## src/rtl/proc_control.sv

```systemverilog
// Control FSM for the simple processor: latches a 9-bit instruction from DIN and
// sequences bus-mux selects and load strobes over one to three execute cycles.
module proc_control #(
  parameter logic [3:0] SEL_G   = 4'd8,
  parameter logic [3:0] SEL_DIN = 4'd9
) (
  input  logic        CLOCK_50,
  input  logic        Resetn,
  input  logic        Run,
  input  logic [15:0] DIN,
  output logic [3:0]  sel,
  output logic [7:0]  Rin,
  output logic        Ain,
  output logic        Gin,
  output logic        AddSub,
  output logic        Done,
  output logic        Busy
);

  typedef enum logic [1:0] {IDLE, T1, T2, T3} state_t;

  state_t      state;
  logic [8:0]  ir;
  logic [2:0]  op;
  logic [2:0]  rx;
  logic [2:0]  ry;
  logic        is_alu;
  logic        last;
  logic [7:0]  rx_onehot;

  assign op        = ir[8:6];
  assign rx        = ir[5:3];
  assign ry        = ir[2:0];
  assign is_alu    = (op[2:1] == 2'b01);
  assign last      = ((state == T1) && !is_alu) || (state == T3);
  assign rx_onehot = 8'd1 << rx;

  // The Done cycle also samples Run, so a held Run chains instructions with no idle gap.
  always_ff @(posedge CLOCK_50 or negedge Resetn) begin
    if (!Resetn) begin
      state <= IDLE;
      ir    <= 9'h000;
    end else begin
      case (state)
        IDLE: begin
          if (Run) begin
            ir    <= DIN[8:0];
            state <= T1;
          end
        end
        T1, T3: begin
          if (!last) begin
            state <= T2;
          end else if (Run) begin
            ir    <= DIN[8:0];
            state <= T1;
          end else begin
            state <= IDLE;
          end
        end
        T2:      state <= T3;
        default: state <= IDLE;
      endcase
    end
  end

  always_comb begin
    sel    = SEL_DIN;
    Rin    = 8'h00;
    Ain    = 1'b0;
    Gin    = 1'b0;
    AddSub = 1'b0;
    Done   = 1'b0;
    Busy   = (state != IDLE);
    case (state)
      T1: begin
        Done = !is_alu;
        case (op)
          3'b000: begin
            sel = {1'b0, ry};
            Rin = rx_onehot;
          end
          3'b001: Rin = rx_onehot;
          3'b010, 3'b011: begin
            sel = {1'b0, rx};
            Ain = 1'b1;
          end
          default: ;
        endcase
      end
      T2: begin
        sel    = {1'b0, ry};
        Gin    = 1'b1;
        AddSub = op[0];
      end
      T3: begin
        sel  = SEL_G;
        Rin  = rx_onehot;
        Done = 1'b1;
      end
      default: ;
    endcase
  end

endmodule

```

## config.mk

```make
export PLATFORM = sky130hd
export DESIGN_NAME = proc_control
export DESIGN_NICKNAME = d
export VERILOG_FILES = /design/src/rtl/proc_control.sv
export SDC_FILE = /design/constraint.sdc
export NUM_CORES = 1
export LEC_CHECK = 0
export BUFFER_PORTS_ARGS = -buffer_cell sky130_fd_sc_hd__buf_2
export CAP_MARGIN = 20
export CORE_MARGIN = 2
export CORE_UTILIZATION = 45
export CTS_BUF_LIST = sky130_fd_sc_hd__clkbuf_16
export DETAILED_ROUTE_END_ITERATION = 8
export PLACE_DENSITY = 0.79
export SETUP_SLACK_MARGIN = 0.05
export SLEW_MARGIN = 30
export SYNTH_ARGS = -nofsm -noshare
export SYNTH_HDL_FRONTEND = slang
export SYNTH_SLANG_ARGS = --single-unit
```

## constraint.sdc

```tcl
create_clock -name CLOCK_50 -period 4.5 [get_ports CLOCK_50]
set_clock_uncertainty 0.15 [all_clocks]
set_input_delay 0.9 -clock CLOCK_50 [delete_from_list [all_inputs] [get_ports CLOCK_50]]
set_output_delay 0.9 -clock CLOCK_50 [all_outputs]
set_load 0.03 [all_outputs]
```

; ---- After elaboration in Yosys (flattened, before gate mapping)
; Cells that the tools add are included.
[classes]
reduce_logical = 11
n_eq_ne = 9
n_mux = 16
shift = 1
[ops]
columns = operator, count
row1 = $mux W9, 2
row2 = $pmux W9 S2, 1
row3 = $pmux W8 S2, 1
row4 = $pmux W4 S3, 1
row5 = $mux W8, 1
row6 = $pmux W4 S2, 1
row7 = $shl A1 B3 Y8 const A, 1
row8 = $eq A3 B2 Y1 const B, 2
row9 = $pmux W2 S3, 1
row10 = $reduce_or A2 Y1, 3
row11 = $mux W1, 5
row12 = $eq A2 B1 Y1 const B, 2
row13 = $eq A2 B2 Y1 const B, 2
row14 = $mux W2, 2
row15 = $ne A2 B2 Y1 const B, 2
row16 = $reduce_bool A2 Y1, 2
row17 = $eq A3 B1 Y1 const B, 1
row18 = $logic_not A3 Y1, 1
row19 = $logic_not A2 Y1, 1
row20 = $pmux W1 S2, 1
row21 = $reduce_and A2 Y1, 1
row22 = $logic_and A1 B1 Y1, 1
row23 = $logic_not A1 Y1, 1
row24 = $logic_or A1 B1 Y1, 1
[totals]
register_bits = 11
wordCells = 39
output_inout_bits = 17
inputBits = 19

; ---- Logic depth before layout (Yosys ltp)
[logic_depth]
depth_word = 6
ltp_mapped = 6
depth_no_buf = 3

; ---- Worst setup path after synthesis
; OpenSTA, ideal clock, no wires.
[synth_timing]
path_type = reg2out
start = register state[0]
end = output port sel[1]
arrival_ns = 1.464
n_path_buf = 2
setup_slack_ns = 1.986
stages_incl_launch_ff = 6
required_ns = 3.450
cell_sequence = dfrtp_1 buf_2 nor2b_1 clkbuf_1 a31o_2 a22o_1
[synth_between]
elab_chain_cells = 2
elab_cells_between_ends = 4
classes_between = eq/ne: 3 / mux: 1
[synth_rtl]
columns = element, line
row1 = from (decl), 22  ; state_t state;
row2 = from (signal assigned), 41  ; state <= IDLE;
row3 = from (signal assigned), 48  ; state <= T1;
row4 = from (signal assigned), 53  ; state <= T2;
row5 = $eq A2 B2 Y1 or $eq A2 B1 Y1 (tied branches), 75  ; case (state)
row6 = $pmux W4 S3 (*), 75
row7 = to (decl), 11  ; output logic [3:0] sel,
; Mark *: on every way between the ends. The rest lies on a longest branch, timed or not.

; ---- Final worst setup path
[layout_timing]
start = register state[1]
end = output port sel[2]
; The elaborated chain is that of the path after synthesis.

==> impl_metrics.ini <==
[clocking]
post_cts_buffers = 0
hold_buffers = 0
clock-root-buffer = clkbuf_16
cts_buffers = 3
postCtsResizedCells = 0
clockBufferDepth = 2
cts_tree = done
path_clk_slew_ns = 0.04
clk_latency_ns = 0.24
numClockSinks = 11
htree_levels = 1

[power]
power_mw = 0.644
power.leakage_nw = 0.453
powerDensity_nw_per_um2 = 747
ir_drop_mv = 0.352

[synthesis]
netlist_top_cells_area = dfrtp_1 (43%), mux2_4 (21%), nor2_1 (6.4%)
synth_top_area_frac = 0.428
synth-compound-area-share = 0.103
syn_area_per_cell_um2 = 10.9
synthesis.nets = 78
synthAdderAreaFrac = 0
netlist_area_um2 = 643
ys_ff_latch = 11
synthMuxAreaShare = 0.210
yosys.area.top_type = dfrtp_1
yosys_warnings = 0
synth_xor_area_frac = 0
synth_top_family_by_area = simple AND/OR/NAND/NOR gates
ys_types = 23
yosys.area_share.simple = 0.222
ys_seq_area_frac = 0.428
synth_cells = 59

[worst_setup_path]
crit_chain = nor2b_1 -> a31o_2 -> a22o_1 -> buf_2
critPathCaptureType = output pin
required_ns = 3.45
crit_fanout = 8
critical_path_arrival_ns = 1.58
cp_slowest_cell = dfrtp_1
critPathLaunchType = register
timing_worst_setup_path_type = register to output pin
slowest_delay_ns = 0.45

[drt]
drt_wl_total_um = 1230
num_vias = 528
drc = 0
drt_iter0_markers = 5
wl_per_cell_um = 12.0
detail-route-antenna-nets = 0
vias_per_cell = 5.13
dr.pass1.iters = 4

[layout]
antenna_cells = 0
drive_gt1_frac = 0.511
nets = 108
area_growth_pct = 34.0
fin_area_um2 = 862

[timing]
slew_headroom = 0.634
fmax_ghz = 0.381
rsz0062_at_grt = false
min_period_over_period = 0.584
setup_viol = 0
fin_tns_setup_ns = 0
drv_slew = 0
worstMarginPinSlew_ns = 0.549
fin_crit_ns = 2.63
hold_viol = 0

[floorplan]
die_y_um = 41.8
io_pins = 36
fp.dieW_um = 41.8
start_util = 0.488
core_area_um2 = 1320
num_rows = 13
die-area_um2 = 1750

[placed_design]
place_congestion = 0.824
io_buffers = 28
hpwl_um = 938
place_area_um2 = 782

[grt]
grt_pass1_vias = 473
antenna_found_initial = 0
grt_start_max_net_pins = 12
grtUsageTotal = 0.165
gr-total-overflow = 0
grt_pass1_wl_um = 2160

[run]
drv_cap = 0

[run_status]
status = completed

[hold_path]
hold_path_class = input port to async pin
-- metrics by stage --
stage | setup WS, ns | hold slack (ns) | utilization | std cells
2_1_floorplan | 1.99 | 0.332 | - | 59
3_3_place_gp | 2.18 | 0.349 | 0.594 | 99
3_5_place_dp | 2.16 | 0.352 | 0.594 | 99
4_1_cts | 1.88 | 0.361 | 0.654 | 103
5_1_grt | 1.77 | 0.376 | 0.654 | 103
6_report | 1.87 | 0.359 | 0.654 | 103
-- path summary, 6_finish.rpt --
check | startpoint | endpoint | slack [ns] | cells past startpoint
setup / recovery | state[1] | sel[2] | 1.87 | 4
hold / removal | Resetn | ir[1] | 0.36 | 1
setup reg to reg | state[1] | ir[2] | 2.48 | 3
hold reg to reg | ir[1] | ir[1] | 0.36 | 1
max in group asynchronous | Resetn | state[1] | 3.64 | 1
min in group CLOCK_50 | ir[1] | ir[1] | 0.36 | 1
-- report_power, final --
group | leakage [nW] | total, mW | switching (mW) | internal, mW
Sequential | 0.130 | 0.191 | 0.0525 | 0.138
Combinational | 0.283 | 0.291 | 0.161 | 0.130
Clock | 0.0409 | 0.162 | 0.0440 | 0.118
-- state kept, by name, summed over array words and instances, names as in the netlist --
name and count:
state 2, ir 9
-- cells in the final DEF (no fill, tap or decap), drive strengths merged, types with 2 or more instances in the layout --
cell and count:
mux2 9, dfrtp 11, clkbuf 3, nor2b 2
buf 28, nor3 2, nand2b 4, o211ai 2
a22o 2, nor2 11, or2 2
-- Yosys cell counts --
cell,n
a21oi_1,1
buf_6,1
nor2_1,11
a21boi_0,1
a31o_2,1
nor2b_1,2
a31oi_1,1
buf_2,1
dfrtp_1,11
clkbuf_1,1
mux2_4,9
o211ai_1,2
nor3_1,2
nand2b_1,4
a22o_1,2
o22ai_1,1
or2_2,2
nand2_1,1
and2_1,1
and4bb_4,1
inv_1,1
or3_1,1
or3b_1,1
-- logic make-up after synthesis --
family                 after synthesis
AND/OR/NAND/NOR                     26
flip-flops                          11
AO/OA/AOI/OAI                        9
multiplexers                         9
buffers and inverters                4
-- area by class of cell --
class | count | area (um2)
timing repair buffer | 28 | 140
fill | 111 | 455
inverter | 1 | 3.75
clock inverter | 1 | 5.00
multi-input combinational | 44 | 344
clock buffer | 3 | 75.1
sequential | 11 | 275
tap | 15 | 18.8
-- worst max-delay path, delay by kind of cell, from the launching register on --
family                 cells  cell delay (ns)
and+or+nand+nor            1             0.39
DFF                        1             0.45
buffers and inverters      1             0.19
AOI/OAI and AO/OA          2             0.31
-- per-layer routing --
| metal | routed length (um) | GRT usage |
|---|---|---|
| met2 | 618 | 0.256 |
| met5 | 0 | 0 |
| met1 | 513 | 0.206 |
| met3 | 81 | 0.0391 |
| met4 | 20 | 0.0968 |
Note: power is estimated with default switching activity, not from simulation.
